===== src/rtl/wr_port_arbiter.sv =====
// Register-file write-port arbiter: picks one of three write-back requesters,
// registers its dest/data, drives the source select and the decoded one-hot
// write enables. A broadcast (dest 31) runs in one cycle or is split in two.
module wr_port_arbiter #(
  parameter int unsigned DW          = 16,
  parameter bit          MICRO_PRIO  = 1'b1,
  parameter bit          BCAST_SPLIT = 1'b1
) (
  input  logic          clk,
  input  logic          rst,
  input  logic [2:0]    req,
  input  logic [4:0]    dest0,
  input  logic [4:0]    dest1,
  input  logic [4:0]    dest2,
  input  logic [DW-1:0] data0,
  input  logic [DW-1:0] data1,
  input  logic [DW-1:0] data2,
  output logic [2:0]    gnt,
  output logic [1:0]    wr_sel,
  output logic [DW-1:0] wr_data,
  output logic [19:0]   wr_en,
  output logic          bad_dest,
  output logic          busy
);

  localparam int unsigned NREQ  = 3;
  localparam int unsigned ENW   = 20;
  localparam int unsigned DESTW = 5;

  localparam logic [DESTW-1:0] DEST_BCAST = 5'd31;
  localparam logic [ENW-1:0]   EN_ALL     = 20'hFFFFF;
  localparam logic [ENW-1:0]   EN_LOW     = 20'h03FFF;
  localparam logic [ENW-1:0]   EN_HIGH    = 20'hFC000;

  typedef enum logic {ARB, BCAST2} state_t;

  state_t            state, state_n;
  logic [1:0]        ptr, ptr_n;

  logic [NREQ-1:0]   elig, rr_elig;
  logic              win_vld, rr_hit;
  logic [1:0]        win;
  logic [2:0]        idx;
  logic [DESTW-1:0]  win_dest;
  logic [DW-1:0]     win_data;
  logic [ENW-1:0]    dec_en;
  logic              dec_vld;

  logic [2:0]        gnt_n;
  logic [1:0]        sel_n;
  logic [DW-1:0]     data_n;
  logic [ENW-1:0]    en_n;
  logic              bad_n, busy_n;

  // Winner selection: requester granted this cycle is masked out; optional micro priority, else round-robin from ptr
  always_comb begin
    elig    = req & ~gnt;
    rr_elig = MICRO_PRIO ? (elig & 3'b110) : elig;
    win_vld = 1'b0;
    rr_hit  = 1'b0;
    win     = 2'd0;
    idx     = 3'd0;
    if (MICRO_PRIO && elig[0]) begin
      win_vld = 1'b1;
      win     = 2'd0;
    end else begin
      for (int k = 0; k < int'(NREQ); k++) begin
        idx = 3'(ptr) + 3'(k);
        if (idx >= 3'd3) idx = idx - 3'd3;
        if (!win_vld && rr_elig[idx[1:0]]) begin
          win_vld = 1'b1;
          rr_hit  = 1'b1;
          win     = idx[1:0];
        end
      end
    end
  end

  // Winner's dest/data mux and destination decode
  always_comb begin
    win_dest = dest0;
    win_data = data0;
    case (win)
      2'd1:    begin win_dest = dest1; win_data = data1; end
      2'd2:    begin win_dest = dest2; win_data = data2; end
      default: begin win_dest = dest0; win_data = data0; end
    endcase
    dec_en  = '0;
    dec_vld = 1'b0;
    if (win_dest >= 5'd1 && win_dest <= 5'd18) begin
      dec_en  = ENW'(1) << (win_dest - 5'd1);
      dec_vld = 1'b1;
    end else if (win_dest == 5'd21) begin
      dec_en  = ENW'(1) << 18;
      dec_vld = 1'b1;
    end else if (win_dest == 5'd22) begin
      dec_en  = ENW'(1) << 19;
      dec_vld = 1'b1;
    end
  end

  // Next-state and next-output logic
  always_comb begin
    state_n = state;
    ptr_n   = ptr;
    gnt_n   = '0;
    sel_n   = '0;
    data_n  = '0;
    en_n    = '0;
    bad_n   = 1'b0;
    busy_n  = 1'b0;
    case (state)
      ARB: begin
        if (win_vld) begin
          if (rr_hit) ptr_n = (win == 2'd2) ? 2'd0 : win + 2'd1;
          sel_n  = win + 2'd1;
          data_n = win_data;
          if (win_dest == DEST_BCAST) begin
            if (BCAST_SPLIT) begin
              en_n    = EN_LOW;
              busy_n  = 1'b1;
              state_n = BCAST2;
            end else begin
              en_n  = EN_ALL;
              gnt_n = 3'b001 << win;
            end
          end else if (dec_vld) begin
            en_n  = dec_en;
            gnt_n = 3'b001 << win;
          end else begin
            bad_n = 1'b1;
            gnt_n = 3'b001 << win;
          end
        end
      end
      BCAST2: begin
        sel_n   = wr_sel;
        data_n  = wr_data;
        en_n    = EN_HIGH;
        gnt_n   = 3'b001 << (wr_sel - 2'd1);
        state_n = ARB;
      end
      default: state_n = ARB;
    endcase
  end

  // State and round-robin pointer registers
  always_ff @(posedge clk) begin
    if (rst) begin
      state <= ARB;
      ptr   <= 2'd1;
    end else begin
      state <= state_n;
      ptr   <= ptr_n;
    end
  end

  // Registered outputs
  always_ff @(posedge clk) begin
    if (rst) begin
      gnt      <= '0;
      wr_sel   <= '0;
      wr_data  <= '0;
      wr_en    <= '0;
      bad_dest <= 1'b0;
      busy     <= 1'b0;
    end else begin
      gnt      <= gnt_n;
      wr_sel   <= sel_n;
      wr_data  <= data_n;
      wr_en    <= en_n;
      bad_dest <= bad_n;
      busy     <= busy_n;
    end
  end

endmodule


===== config.mk =====
export PLATFORM = sky130hd
export DESIGN_NAME = wr_port_arbiter
export DESIGN_NICKNAME = d
export VERILOG_FILES = /design/src/rtl/wr_port_arbiter.sv
export SDC_FILE = /design/constraint.sdc
export NUM_CORES = 1
export LEC_CHECK = 0
export ABC_CLOCK_PERIOD_IN_PS = 7670
export BUFFER_PORTS_ARGS = -buffer_cell sky130_fd_sc_hd__buf_2
export CAP_MARGIN = 30
export CELL_PAD_IN_SITES_DETAIL_PLACEMENT = 1
export CELL_PAD_IN_SITES_GLOBAL_PLACEMENT = 2
export CORE_MARGIN = 1
export CORE_UTILIZATION = 27
export DETAILED_ROUTE_END_ITERATION = 10
export GPL_TIMING_DRIVEN = 0
export PLACE_DENSITY = 0.88
export SYNTH_ARGS = -nofsm -noshare
export SYNTH_HDL_FRONTEND = slang
export SYNTH_SLANG_ARGS = --single-unit

===== constraint.sdc =====
create_clock -name clk -period 7.67 [get_ports clk]
set_input_delay 1.1505 -clock clk [delete_from_list [all_inputs] [get_ports clk]]
set_output_delay 1.1505 -clock clk [all_outputs]
set_load 0.005 [all_outputs]

# Yosys cells after proc, flatten, opt, wreduce, memory -nomap -nowiden
# Index checks and enable logic that the tools add are counted.
# Widths: inputs -> output; s select.
# op_classes
n_reduce_logical	8
addsub	8
magnitude_cmp	8
n_eq_ne	5
bitwise_logic	4
n_mux	49
shifts	3
# ops
op	count
$mux 20	6
$pmux 20 s2	1
$mux 16	2
$pmux 16 s2	1
$mux 2	13
$shl 1x5->20 const A	1
$mux 1	18
$eq 5x5->1 const B	3
$pmux 5 s2	1
$lt 2x3->1 const B	3
$bmux 1 s2	3
$ge 3x2->1 const B	2
$mux 3	2
$pmux 3 s2	1
$shl 1x2->3 const A	2
$sub 2x2->2 const B	3
$ge 5x1->1 const B	1
$le 5x5->1 const B	1
$sub 5x1->5 const B	1
$reduce_or 4->1	1
$add 2x1->3 const B	1
$add 2x2->3 const B	1
$and 3x3->3	1
$logic_and 1x1->1	3
11 further kinds	13
# totals
out_inout_bits	43
inputBits	68
wordCells	93
reg_bits	46

# Depth between registers and ports, before layout
# logic_depth
word_depth	25
mapped_depth	14
ltp_nobuf	14

# Worst setup path after synthesis
# Ideal clock, no wire load.
# synth_timing
path_kind	input-to-reg
from	input req[2]
to	register wr_en[4]
arrival_ns	3.656
n_path_buf	0
slack_ns	3.944
setup_ns	0.070
t_required_ns	7.600
path_stages	11
cell_sequence	nor2b_1 -> a21oi_1 -> o2111ai_1 -> inv_1 -> ha_1 -> and2b_1 -> o22ai_2 -> inv_1 -> ha_1 -> or4_1 -> a21oi_1
# synth_between
elab_chain_len	23
word_cells_on_any_way	41
classes_between	1 x add/sub; 2 x order compare; 5 x eq/ne; 1 x shift; 26 x mux; 1 x bitwise; 5 x reduce/logical
# synth_rtl
item	line_no	rtl
start, declared	11	input logic [2:0] req,
$and 3x3->3 (*)	57	elig = req & ~gnt;
parallel branches: the longest is 20 deep, another holds $bmux 1 s2	--	
$mux 20 (*)	114	if (win_vld) begin
$pmux 20 s2 (*)	112	case (state)
end signal, assigned	171	wr_en <= en_n;
end, declared	21	output logic [19:0] wr_en,
# Mark *: on every way between the ends. The select of a mux whose other input is x is not followed.
# A chain may end at the register's enable or synchronous reset.

# Worst setup path after layout
# layout_timing
from	input req[2]
to	register wr_en[0]
# Same word-level chain as after synthesis.

==> impl_metrics.py <==
metrics = {
    "outcome": {
        "status": "completed",
    },
    "power_and_ir_drop": {
        "comb_power_share_pct": 44.1,
        "sw_frac_of_total_pct": 38.3,
        "pwr-share-clk_pct": 22.2,
        "ir_drop_mv": 0.0902,
        "p_int_w": 0.000528,
        "powerDensity_mw_per_mm2": 278,
        "switchingPower_w": 0.000328,
        "pwr-share-seq_pct": 33.6,
        "p_leak_nw": 1.43,
    },
    "route": {
        "initialDrtViolationCount": 127,
        "drc": 0,
        "routed_wl_um": 7280,
        "vias": 2463,
        "wl_per_cell_um": 15.0,
        "drtAntennaViolNets": 0,
        "drtPass1Iterations": 4,
        "post_drt_via_cell_ratio": 5.09,
    },
    "worst_hold_path": {
        "min_path_type": "reg2reg",
        "holdPathStages": 2,
        "hold_end": "wr_data[14]",
        "min_from": "wr_data[14]",
    },
    "setup_path": {
        "ff2ff_setup_slack_ns": 3.89,
        "rr_worst_depth": 13,
        "arrival_ns": 4.30,
        "worstSetupPathType": "in2reg",
        "rr_endpoint": "wr_en[0]",
        "startpoint_type": "input port",
        "r2r_start": "ptr[0]",
        "crit_fanout": 10,
        "required_ns": 7.90,
        "endpoint_kind": "register",
    },
    "timing": {
        "max_freq_ghz": 0.246,
        "min_period_ns": 4.06,
        "period_share_pct": 53.0,
        "layout_setup_ws_ns": 3.61,
        "fin_tns_setup_ns": 0,
        "timing.hold.ws_ns": 0.456,
        "finalMaxSlewViolations": 0,
        "tightest_slew_ns": 0.789,
        "grt_setup_unrepaired": "no",
        "hold_violations": 0,
        "skew_ns": 0.0107,
        "slew-limit-headroom_pct": 47.1,
        "final-setup-viol-count": 0,
    },
    "place": {
        "pre_cts_ws_ns": 3.30,
        "dp_hpwl_um": 5690,
        "placed_area_mm2": 0.00296,
        "portBuffers": 110,
        "gp_congestion": 0.765,
    },
    "floorplanning": {
        "coreArea_mm2": 0.00818,
        "fp.dieH_um": 93.8,
        "dieWidth_um": 93.8,
        "dieArea_mm2": 0.00879,
        "start_util_pct": 27.8,
        "rows": 33,
        "io_pins": 111,
    },
    "synth": {
        "synth.cell_area_mm2": 0.00227,
        "synth_edf_count": 0,
        "yosys-top-cells-count": "45 x dfxtp_1, 38 x o21ai_0, 33 x nand2_1",
        "synth_cell_type_count": 49,
        "yosys_warnings": 0,
        "synth.top_cell.area_share_pct": 39.6,
        "async_reset_ff_share_pct": 0,
        "synthFlopType": "dfxtp_1",
        "syn-num-nets": 338,
        "synthTopCellsByArea": "dfxtp_1 40%, o21ai_0 8.4%, a221o_1 7.5%",
        "synth_top_area_cell": "dfxtp_1",
        "yosysSeqAreaShare_pct": 39.6,
        "synthCells": 261,
        "synth-seq-cells": 45,
        "syn_avg_cell_area_um2": 8.71,
        "yosysMostFrequentCell": "dfxtp_1",
    },
    "cts": {
        "post-cts-setup-buffers": 0,
        "cts_root_buf": "clkbuf_8",
        "tritoncts": "yes",
        "htree_levels": 2,
        "numCtsBuffers": 5,
        "cts-resized-gates": 0,
        "worstSkewPairLatency_ns": 0.31,
        "cts_hold_buffers": 0,
        "clockBufferDepth": 2,
        "cts.sinks": 45,
        "path_clk_slew_ns": 0.09,
    },
    "cells_and_area": {
        "diodes": 0,
        "drive_gt1_share_pct": 35.9,
        "fin_nets": 455,
        "final_area_mm2": 0.00308,
        "area_delta_synth_final_pct": 35.3,
        "n_fill_cell": 1026,
    },
    "global_routing": {
        "antenna_found_initial": 0,
        "grt_pass1_vias": 2388,
        "overflow": 0,
        "grt_usage_pct": 16.9,
        "grt_max_degree": 15,
        "grt_pass1_wl_um": 11600,
    },
    "flow_run": {
        "maxCapViolCount": 0,
    },
}
per-layer routing:
layer,up-vias,global-route usage [%],wire length (um)
met2,88,27.6,3460
met3,12,3.80,480
met5,-,0,0
li1,1203,-,-
met1,1160,21.7,3210
met4,0,6.41,139
worst max path at each step:
stage	depth (start not counted)	from	slack [ns]	to
final	13	req[2]	3.61	wr_en[0]
after global routing	13	req[2]	3.40	wr_en[8]
after CTS	13	req[2]	3.62	wr_en[0]
after detailed placement	13	req[2]	3.30	wr_en[0]
after global placement	12	req[2]	3.40	wr_en[4]
after floorplan	11	req[2]	3.94	wr_en[4]
critical path, cell delays in order:
cell and delay (ns):
buf_2 0.07, nor2b_1 0.25, a21oi_1 0.08, o2111ai_1 0.41
inv_1 0.16, ha_1 0.42, and2b_1 0.28, o22ai_2 0.25
inv_1 0.11, ha_1 0.40, clkbuf_1 0.36, nand4_1 0.16
a21oi_1 0.17
registers in the layout (all words and copies together) (netlist names):
register	flops
wr_en	20
wr_data	16
gnt	3
ptr	2
wr_sel	2
bad_dest	1
state	1
power by group through the flow:
stage	Combinational [W]	Sequential [W]	Clock, W
global placement	0.000370	0.000292	0
finish	0.000378	0.000288	0.000190
floorplan	0.000246	0.000297	0
global route	0.000420	0.000293	0.000206
CTS	0.000379	0.000289	0.000197
detailed placement	0.000377	0.000294	0
layout make-up:
type                            count  area (um^2)  share of cell area, %
Buffer                             18         90.1                   2.93
Clock buffer                        6         82.6                   2.69
Clock inverter                      2         37.5                   1.22
Inverter                           11         41.3                   1.34
Multi-Input combinational cell    187         1240                   40.4
Sequential cell                    45          901                   29.3
Tap cell                          105          131                   4.27
Timing Repair Buffer              110          551                   17.9
cells in the final DEF, fill, tap and decap left out, drive strengths merged, types with 2 or more instances in the layout:
cell type,n
a211o,3
nand3,9
a21oi,14
a41o,2
ha,9
a211oi,2
nor2,11
o22ai,2
mux2i,2
a221o,17
o21a,3
nand4,6
dfxtp,45
nand3b,2
nand4b,2
buf,117
o2111ai,3
nand2,33
clkbuf,17
o31ai,4
o21ai,39
a221oi,3
nand2b,2
a22oi,3
inv,11
nor2b,3
kinds of logic after synthesis:
logic type      Yosys count  synth area share [%]
compound gates          101                  32.1
xor+xnor                  1                 0.385
simple gates             74                  16.3
fa+ha+maj                 9                  4.95
buf+inv                  29                  5.78
flops                    45                  39.6
mux                       2                 0.881
per-stage QoR:
step	utilization, %	total power [W]	cells
final	37.6	0.000856	484
after floorplan	-	0.000543	261
after global routing	37.6	0.000918	484
after global placement	36.1	0.000663	476
after CTS	37.6	0.000865	484
after detailed placement	36.1	0.000671	476
(Power assumes the default switching activity.)
